## src/rtl/mem_arbiter_if.sv

```systemverilog
// Requester-side and memory-side bus signals of the two-requester memory arbiter.
// err_0/err_1 exist only when MEM_ARB_WRITE_PROTECT_EN is defined.
interface mem_arbiter_if;
    logic       req_0;
    logic       req_1;
    logic       write_0;
    logic       write_1;
    logic [7:0] address_0;
    logic [7:0] address_1;
    logic [7:0] data_in_0;
    logic [7:0] data_in_1;
    logic       gnt_0;
    logic       gnt_1;
    logic       rvalid_0;
    logic       rvalid_1;
    logic [7:0] data_out_0;
    logic [7:0] data_out_1;
    logic [7:0] mem_address;
    logic [7:0] mem_data_in;
    logic       mem_write;
    logic [7:0] mem_data_out;
    logic       busy;
`ifdef MEM_ARB_WRITE_PROTECT_EN
    logic       err_0;
    logic       err_1;
`endif

    // Requesters and the memory together form the master side.
    modport master (
        output req_0, req_1, write_0, write_1,
        output address_0, address_1, data_in_0, data_in_1,
        output mem_data_out,
        input  gnt_0, gnt_1, rvalid_0, rvalid_1, data_out_0, data_out_1,
        input  mem_address, mem_data_in, mem_write, busy
`ifdef MEM_ARB_WRITE_PROTECT_EN
        , input err_0, err_1
`endif
    );

    modport slave (
        input  req_0, req_1, write_0, write_1,
        input  address_0, address_1, data_in_0, data_in_1,
        input  mem_data_out,
        output gnt_0, gnt_1, rvalid_0, rvalid_1, data_out_0, data_out_1,
        output mem_address, mem_data_in, mem_write, busy
`ifdef MEM_ARB_WRITE_PROTECT_EN
        , output err_0, err_1
`endif
    );
endinterface

```

## src/rtl/mem_arbiter.sv

```systemverilog
// Two-requester arbiter for the single-port memory: one access at a time, reads held for READ_LAT cycles.
// Optional MEM_ARB_WRITE_PROTECT_EN blocks writes to ROM and input ports and flags them on err_x.
module mem_arbiter #(
    parameter int READ_LAT   = 1,
    parameter int FIXED_PRIO = 0
) (
    input  logic         clk,
    input  logic         reset,
    mem_arbiter_if.slave bus
);

    typedef enum logic {
        IDLE,
        RD_WAIT
    } state_t;

    localparam logic [1:0] LAST_WAIT = 2'(READ_LAT - 1);

    state_t     r_state;
    state_t     w_nextState;
    logic       r_lastGrant;
    logic       r_rdOwner;
    logic [1:0] r_waitCnt;
    logic [7:0] r_memAddress;
    logic [7:0] r_memDataIn;
    logic [7:0] r_dataOut0;
    logic [7:0] r_dataOut1;
    logic       r_rvalid0;
    logic       r_rvalid1;

    logic       w_grant0;
    logic       w_grant1;
    logic       w_grantWrite;
    logic       w_protect;
    logic       w_rdDone;
    logic [7:0] w_grantAddr;
    logic [7:0] w_grantData;

    // Address and write data default to the held bus values so an idle bus keeps its last contents.
    always_comb begin
        w_nextState  = r_state;
        w_grant0     = 1'b0;
        w_grant1     = 1'b0;
        w_grantAddr  = r_memAddress;
        w_grantData  = r_memDataIn;
        w_grantWrite = 1'b0;
        w_protect    = 1'b0;
        w_rdDone     = 1'b0;
        case (r_state)
            IDLE: begin
                if (bus.req_0 && bus.req_1) begin
                    if ((FIXED_PRIO != 0) || r_lastGrant) begin
                        w_grant0 = 1'b1;
                    end else begin
                        w_grant1 = 1'b1;
                    end
                end else begin
                    w_grant0 = bus.req_0;
                    w_grant1 = bus.req_1;
                end
                if (w_grant1) begin
                    w_grantAddr  = bus.address_1;
                    w_grantWrite = bus.write_1;
                    if (bus.write_1) begin
                        w_grantData = bus.data_in_1;
                    end
                end else if (w_grant0) begin
                    w_grantAddr  = bus.address_0;
                    w_grantWrite = bus.write_0;
                    if (bus.write_0) begin
                        w_grantData = bus.data_in_0;
                    end
                end
`ifdef MEM_ARB_WRITE_PROTECT_EN
                w_protect = w_grantWrite && (!w_grantAddr[7] || (&w_grantAddr[7:4]));
`endif
                if ((w_grant0 || w_grant1) && !w_grantWrite) begin
                    w_nextState = RD_WAIT;
                end
            end
            RD_WAIT: begin
                if (r_waitCnt == LAST_WAIT) begin
                    w_rdDone    = 1'b1;
                    w_nextState = IDLE;
                end
            end
            default: w_nextState = IDLE;
        endcase
    end

    always_ff @(posedge clk) begin
        if (reset) begin
            r_state      <= IDLE;
            r_lastGrant  <= 1'b1;
            r_rdOwner    <= 1'b0;
            r_waitCnt    <= 2'd0;
            r_memAddress <= 8'h00;
            r_memDataIn  <= 8'h00;
            r_dataOut0   <= 8'h00;
            r_dataOut1   <= 8'h00;
            r_rvalid0    <= 1'b0;
            r_rvalid1    <= 1'b0;
        end else begin
            r_state      <= w_nextState;
            r_memAddress <= w_grantAddr;
            r_memDataIn  <= w_grantData;
            r_rvalid0    <= w_rdDone && !r_rdOwner;
            r_rvalid1    <= w_rdDone && r_rdOwner;
            if (w_grant0 || w_grant1) begin
                r_lastGrant <= w_grant1;
                r_rdOwner   <= w_grant1;
            end
            if (r_state == RD_WAIT) begin
                r_waitCnt <= r_waitCnt + 2'd1;
            end else begin
                r_waitCnt <= 2'd0;
            end
            // Memory data is valid in the last wait cycle; capture it for the owning requester.
            if (w_rdDone) begin
                if (r_rdOwner) begin
                    r_dataOut1 <= bus.mem_data_out;
                end else begin
                    r_dataOut0 <= bus.mem_data_out;
                end
            end
        end
    end

    assign bus.gnt_0       = w_grant0;
    assign bus.gnt_1       = w_grant1;
    assign bus.mem_address = w_grantAddr;
    assign bus.mem_data_in = w_grantData;
    assign bus.mem_write   = w_grantWrite && !w_protect;
    assign bus.busy        = (r_state == RD_WAIT);
    assign bus.rvalid_0    = r_rvalid0;
    assign bus.rvalid_1    = r_rvalid1;
    assign bus.data_out_0  = r_dataOut0;
    assign bus.data_out_1  = r_dataOut1;
`ifdef MEM_ARB_WRITE_PROTECT_EN
    assign bus.err_0       = w_protect && w_grant0;
    assign bus.err_1       = w_protect && w_grant1;
`endif

endmodule

```

## src/flat_wrapper.sv

```systemverilog
// flat-port wrapper written by rule: the top's interface ports become plain ports
module mem_arbiter_flat 
#(
    parameter int READ_LAT   = 1,
    parameter int FIXED_PRIO = 0
)
  (clk, reset, bus_req_0, bus_req_1, bus_write_0, bus_write_1, bus_address_0, bus_address_1, bus_data_in_0, bus_data_in_1, bus_mem_data_out, bus_gnt_0, bus_gnt_1, bus_rvalid_0, bus_rvalid_1, bus_data_out_0, bus_data_out_1, bus_mem_address, bus_mem_data_in, bus_mem_write, bus_busy);
  mem_arbiter_if bus_i ();
  input  logic clk;
  input  logic reset;
  input wire logic [$bits(bus_i.req_0)-1:0] bus_req_0;
  input wire logic [$bits(bus_i.req_1)-1:0] bus_req_1;
  input wire logic [$bits(bus_i.write_0)-1:0] bus_write_0;
  input wire logic [$bits(bus_i.write_1)-1:0] bus_write_1;
  input wire logic [$bits(bus_i.address_0)-1:0] bus_address_0;
  input wire logic [$bits(bus_i.address_1)-1:0] bus_address_1;
  input wire logic [$bits(bus_i.data_in_0)-1:0] bus_data_in_0;
  input wire logic [$bits(bus_i.data_in_1)-1:0] bus_data_in_1;
  input wire logic [$bits(bus_i.mem_data_out)-1:0] bus_mem_data_out;
  output wire logic [$bits(bus_i.gnt_0)-1:0] bus_gnt_0;
  output wire logic [$bits(bus_i.gnt_1)-1:0] bus_gnt_1;
  output wire logic [$bits(bus_i.rvalid_0)-1:0] bus_rvalid_0;
  output wire logic [$bits(bus_i.rvalid_1)-1:0] bus_rvalid_1;
  output wire logic [$bits(bus_i.data_out_0)-1:0] bus_data_out_0;
  output wire logic [$bits(bus_i.data_out_1)-1:0] bus_data_out_1;
  output wire logic [$bits(bus_i.mem_address)-1:0] bus_mem_address;
  output wire logic [$bits(bus_i.mem_data_in)-1:0] bus_mem_data_in;
  output wire logic [$bits(bus_i.mem_write)-1:0] bus_mem_write;
  output wire logic [$bits(bus_i.busy)-1:0] bus_busy;
  assign bus_i.req_0 = bus_req_0;
  assign bus_i.req_1 = bus_req_1;
  assign bus_i.write_0 = bus_write_0;
  assign bus_i.write_1 = bus_write_1;
  assign bus_i.address_0 = bus_address_0;
  assign bus_i.address_1 = bus_address_1;
  assign bus_i.data_in_0 = bus_data_in_0;
  assign bus_i.data_in_1 = bus_data_in_1;
  assign bus_i.mem_data_out = bus_mem_data_out;
  assign bus_gnt_0 = bus_i.gnt_0;
  assign bus_gnt_1 = bus_i.gnt_1;
  assign bus_rvalid_0 = bus_i.rvalid_0;
  assign bus_rvalid_1 = bus_i.rvalid_1;
  assign bus_data_out_0 = bus_i.data_out_0;
  assign bus_data_out_1 = bus_i.data_out_1;
  assign bus_mem_address = bus_i.mem_address;
  assign bus_mem_data_in = bus_i.mem_data_in;
  assign bus_mem_write = bus_i.mem_write;
  assign bus_busy = bus_i.busy;
  mem_arbiter #(.READ_LAT(READ_LAT), .FIXED_PRIO(FIXED_PRIO)) u_core (.clk(clk), .reset(reset), .bus(bus_i));
endmodule
```

## config.mk

```make
export PLATFORM = sky130hd
export DESIGN_NAME = mem_arbiter_flat
export DESIGN_NICKNAME = d
export VERILOG_FILES = /design/src/rtl/mem_arbiter_if.sv /design/src/rtl/mem_arbiter.sv /design/src/flat_wrapper.sv
export SDC_FILE = /design/constraint.sdc
export NUM_CORES = 1
export LEC_CHECK = 0
export BUFFER_PORTS_ARGS = -buffer_cell sky130_fd_sc_hd__buf_2
export CORE_MARGIN = 5
export CORE_UTILIZATION = 41
export DETAILED_ROUTE_END_ITERATION = 10
export PLACE_DENSITY_LB_ADDON = 0.25
export SYNTH_ARGS = -nofsm -noshare
export SYNTH_HDL_FRONTEND = slang
export SYNTH_SLANG_ARGS = --single-unit
```

## constraint.sdc

```tcl
create_clock -name clk -period 1.5 [get_ports clk]
set_input_delay 0.075 -clock clk [delete_from_list [all_inputs] [get_ports clk]]
set_output_delay 0.075 -clock clk [all_outputs]
set_load 0.005 [all_outputs]
```

==> summary.md <==
| Metric | Value |
|---|---|
| Status | finished with violations |
| Failing checks | setup timing |
| Longest Clk Path Bufs | 2 |
| Fmax | between 600 and 700 MHz |
| Commonest non-fill, non-tap cell in the layout | buf_2 |
| Sw power | ~0.8 mW |
| Final instance area | 2766 sq um |
| Sequential fraction of the synthesis area | a little over two fifths |
| Hold_buf cts | 0 |
| Power density over the cells | 967.4 nW/um^2 |
| DP Cell Count | roughly 340 |
| Largest area contributor in the netlist | dfxtp_1 |
| Fin cells | ~370 |
| Minimum clock period | 1661 ps |
| Dpl cell area | between 2000 and 2500 sq um |
| GRT Residual Overflow | 0 |
| Clock Power Share | between 20% and 30% |
| P_int | 1.867 mW |
| Syn Inst Count | 210 |
| Remaining antenna violation count | 0 |
| Initial Utilization | a little over two fifths |
| Total track usage | 17.11% |
| WL final | around 5300 microns |
| Area grow syn2layout | 50.72% |
| Fin crit share | 110.7% |
| Switching Share | a little under a third |
| Area contributors post-synth | dfxtp_1 (43%), a31oi_4 (9.3%), nand2_1 (7.4%) |
| Die X | a little under 80 microns |
| Vias in the first global route | roughly 1900 |
| CTS Root Cell | clkbuf_8 |
| Worst slew pin tran | roughly 630 ps |
| WL/cell | ~14 microns |
| Lkg Pwr | roughly 1.2 nW |
| Max_slew headroom | slightly below 60% |
| Via density | about 5.0 |
| Final hold violation count | 0 |
| RSZ-0062 raised after global routing | true |
| Hpwl dp | 3436 microns |
| Synthesized area per cell | 8.741 sq um |
| Clk_lat worst skew | roughly 290 ps |
| Critical-path maximum fanout | 8 |
| Syn nets | around 260 |
| CP required | between 1000 and 1500 ps |
| H-Tree Depth | 2 |
| Final Max Tran Viols | 0 |
| CTS tree | done |
| YS warnings | 0 |
| Setup Skew | 4.610 ps |
| Yosys reg bits | 39 |
| Most frequent cells in the layout | buf_2 (82), dfxtp_1 (37), nand2_1 (36), a21oi_1 (22), buf_4 (20) |
| Layout cell share with drive strength beyond 1 | between 50% and 60% |
| Synthesized area | ~1800 sq um |
| Antenna violations before repair | 0 |
| Top Ports | 84 |
| DR vias | ~1800 |
| Final setup violating endpoints | 18 |
| Post-Route Setup TNS | -2331 ps |
| Port bufs | between 80 and 90 |
| Core Region | 4354 sq um |
| VDD IR max | around 410 uV |
| Final GP Congestion | roughly 0.74 |
| Number of buffers created by CTS | 5 |
| Final Util | between 60 and 70% |
| Drt first pass iters | 4 |
| Count of cell types in the netlist | 31 |
| Synth top area share | approximately 43% |
| Worst setup margin | -161.0 ps |
| Antenna cell count | 0 |
| Crit path launch type | register |
| Largest net degree at the start of global routing | 33 |
| Min-Delay Path Class | in -> reg |
| Crit path DAT | approximately 1600 ps |
| Overall Power | 2.676 mW |
| CTS Sinks | 39 |
| Seq pwr share | approximately 43% |
| Clock slew at reported path FFs | about 80 ps |
| DRC Markers | 0 |
| Die height | 76.91 microns |
| 1st-iter DRT viols | 55 |
| Fin nets | 359 |
| CP endpoint kind | output port |
| Die ar. | between 5000 and 6000 sq um |
| Combinational share of power | between 30% and 40% |
| Setup CP Type | reg -> out |
| First-pass GRT wire length | approximately 8500 microns |
| Maxcap violations | 0 |
| Std cell rows | 24 |
## critical path, cell delays in order, from the launching register on
cell and delay, ps:
dfxtp_2 320, and2_4 130, or3b_4 500, o22ai_4 170, a21oi_2 40, buf_2 130
## cell families (layout without fill, tap and decap cells)
| kind of cell | after synthesis | count (layout) | share of synthesized area (%) |
|---|---|---|---|
| simple gates | 81 | 82 | 21.81 |
| fa+ha+maj | 1 | 1 | 0.6816 |
| compound gates | 60 | 60 | 27.06 |
| buf+inv | 29 | 131 | 7.907 |
| flops | 39 | 39 | 42.54 |
## state kept, by name (all words and copies together), names as in the netlist
| signal | count |
|---|---|
| u_core.bus.busy | 1 |
| u_core.bus.data_out_0 | 8 |
| u_core.bus.data_out_1 | 8 |
| u_core.bus.rvalid_0 | 1 |
| u_core.bus.rvalid_1 | 1 |
| u_core.r_lastGrant | 1 |
| u_core.r_memAddress | 8 |
| u_core.r_memDataIn | 8 |
| u_core.r_rdOwner | 1 |
| u_core.r_waitCnt | 2 |
## worst paths after layout
check | cells after the start | startpoint | to | slack (ps)
min | 3 | bus_mem_data_out[5] | u_core.bus.data_out_0[5] | 30
max | 5 | u_core.r_lastGrant | bus_mem_data_in[4] | -160
max reg2reg | 6 | u_core.r_lastGrant | u_core.r_memDataIn[4] | -40
min reg2reg | 1 | u_core.r_waitCnt[0] | u_core.r_waitCnt[0] | 430
## synthesized netlist by cell type, drive strengths merged
| cell | n |
|---|---|
| nor2b | 2 |
| nand2b | 3 |
| nand2 | 37 |
| and2b | 8 |
| clkbuf | 8 |
| nand3 | 10 |
| nor3 | 10 |
| ha | 1 |
| a31oi | 8 |
| o22ai | 9 |
| a211o | 1 |
| or2 | 2 |
| a211oi | 8 |
| inv | 13 |
| and2 | 1 |
| o31ai | 1 |
| nor2 | 5 |
| o21ai | 8 |
| a21oi | 25 |
| dfxtp | 39 |
| and3 | 1 |
| or3b | 1 |
| nor3b | 1 |
| buf | 8 |
## per-stage QoR
stage	hold slack, ps	setup WS, ps
floorplan	211.0	86.87
global placement	331.2	32.37
detailed placement	335.5	20.85
CTS	24.28	-152.1
global route	28.44	-217.9
finish	32.04	-161.0
## timing repair
item / in CTS / in global routing
gates cloned: 1 / 1
resized for setup: 32 / 22
endpoints found under the setup margin: 18 / 29
setup buffers: 13 / 3
pin swaps: 10 / 6
## area by class of cell
| type | count | area [sq um] |
|---|---|---|
| fill | 386 | 1588 |
| multi-input combinational | 143 | 1100 |
| sequential | 39 | 783.3 |
| timing repair buffer | 110 | 675.6 |
| clock buffer | 6 | 72.57 |
| tap | 52 | 65.06 |
| inverter | 13 | 57.56 |
| clock inverter | 2 | 12.51 |
## power by group through the flow
stage	clock network (mW)	logic, mW	registers, mW
6_report	0.683	0.841	1.15
5_1_grt	0.754	0.916	1.16
4_1_cts	0.710	0.771	1.15
3_5_place_dp	0	0.642	1.17
3_3_place_gp	0	0.636	1.17
2_1_floorplan	0	0.407	1.17
## layer usage
| layer | wire length (microns) | GRT usage [%] |
|---|---|---|
| met5 | 0 | 0 |
| met1 | 2192 | 20.07 |
| met3 | 376 | 6.206 |
| met4 | 40 | 4.720 |
| met2 | 2645 | 29.12 |
Note: power is estimated with default switching activity, not from simulation.
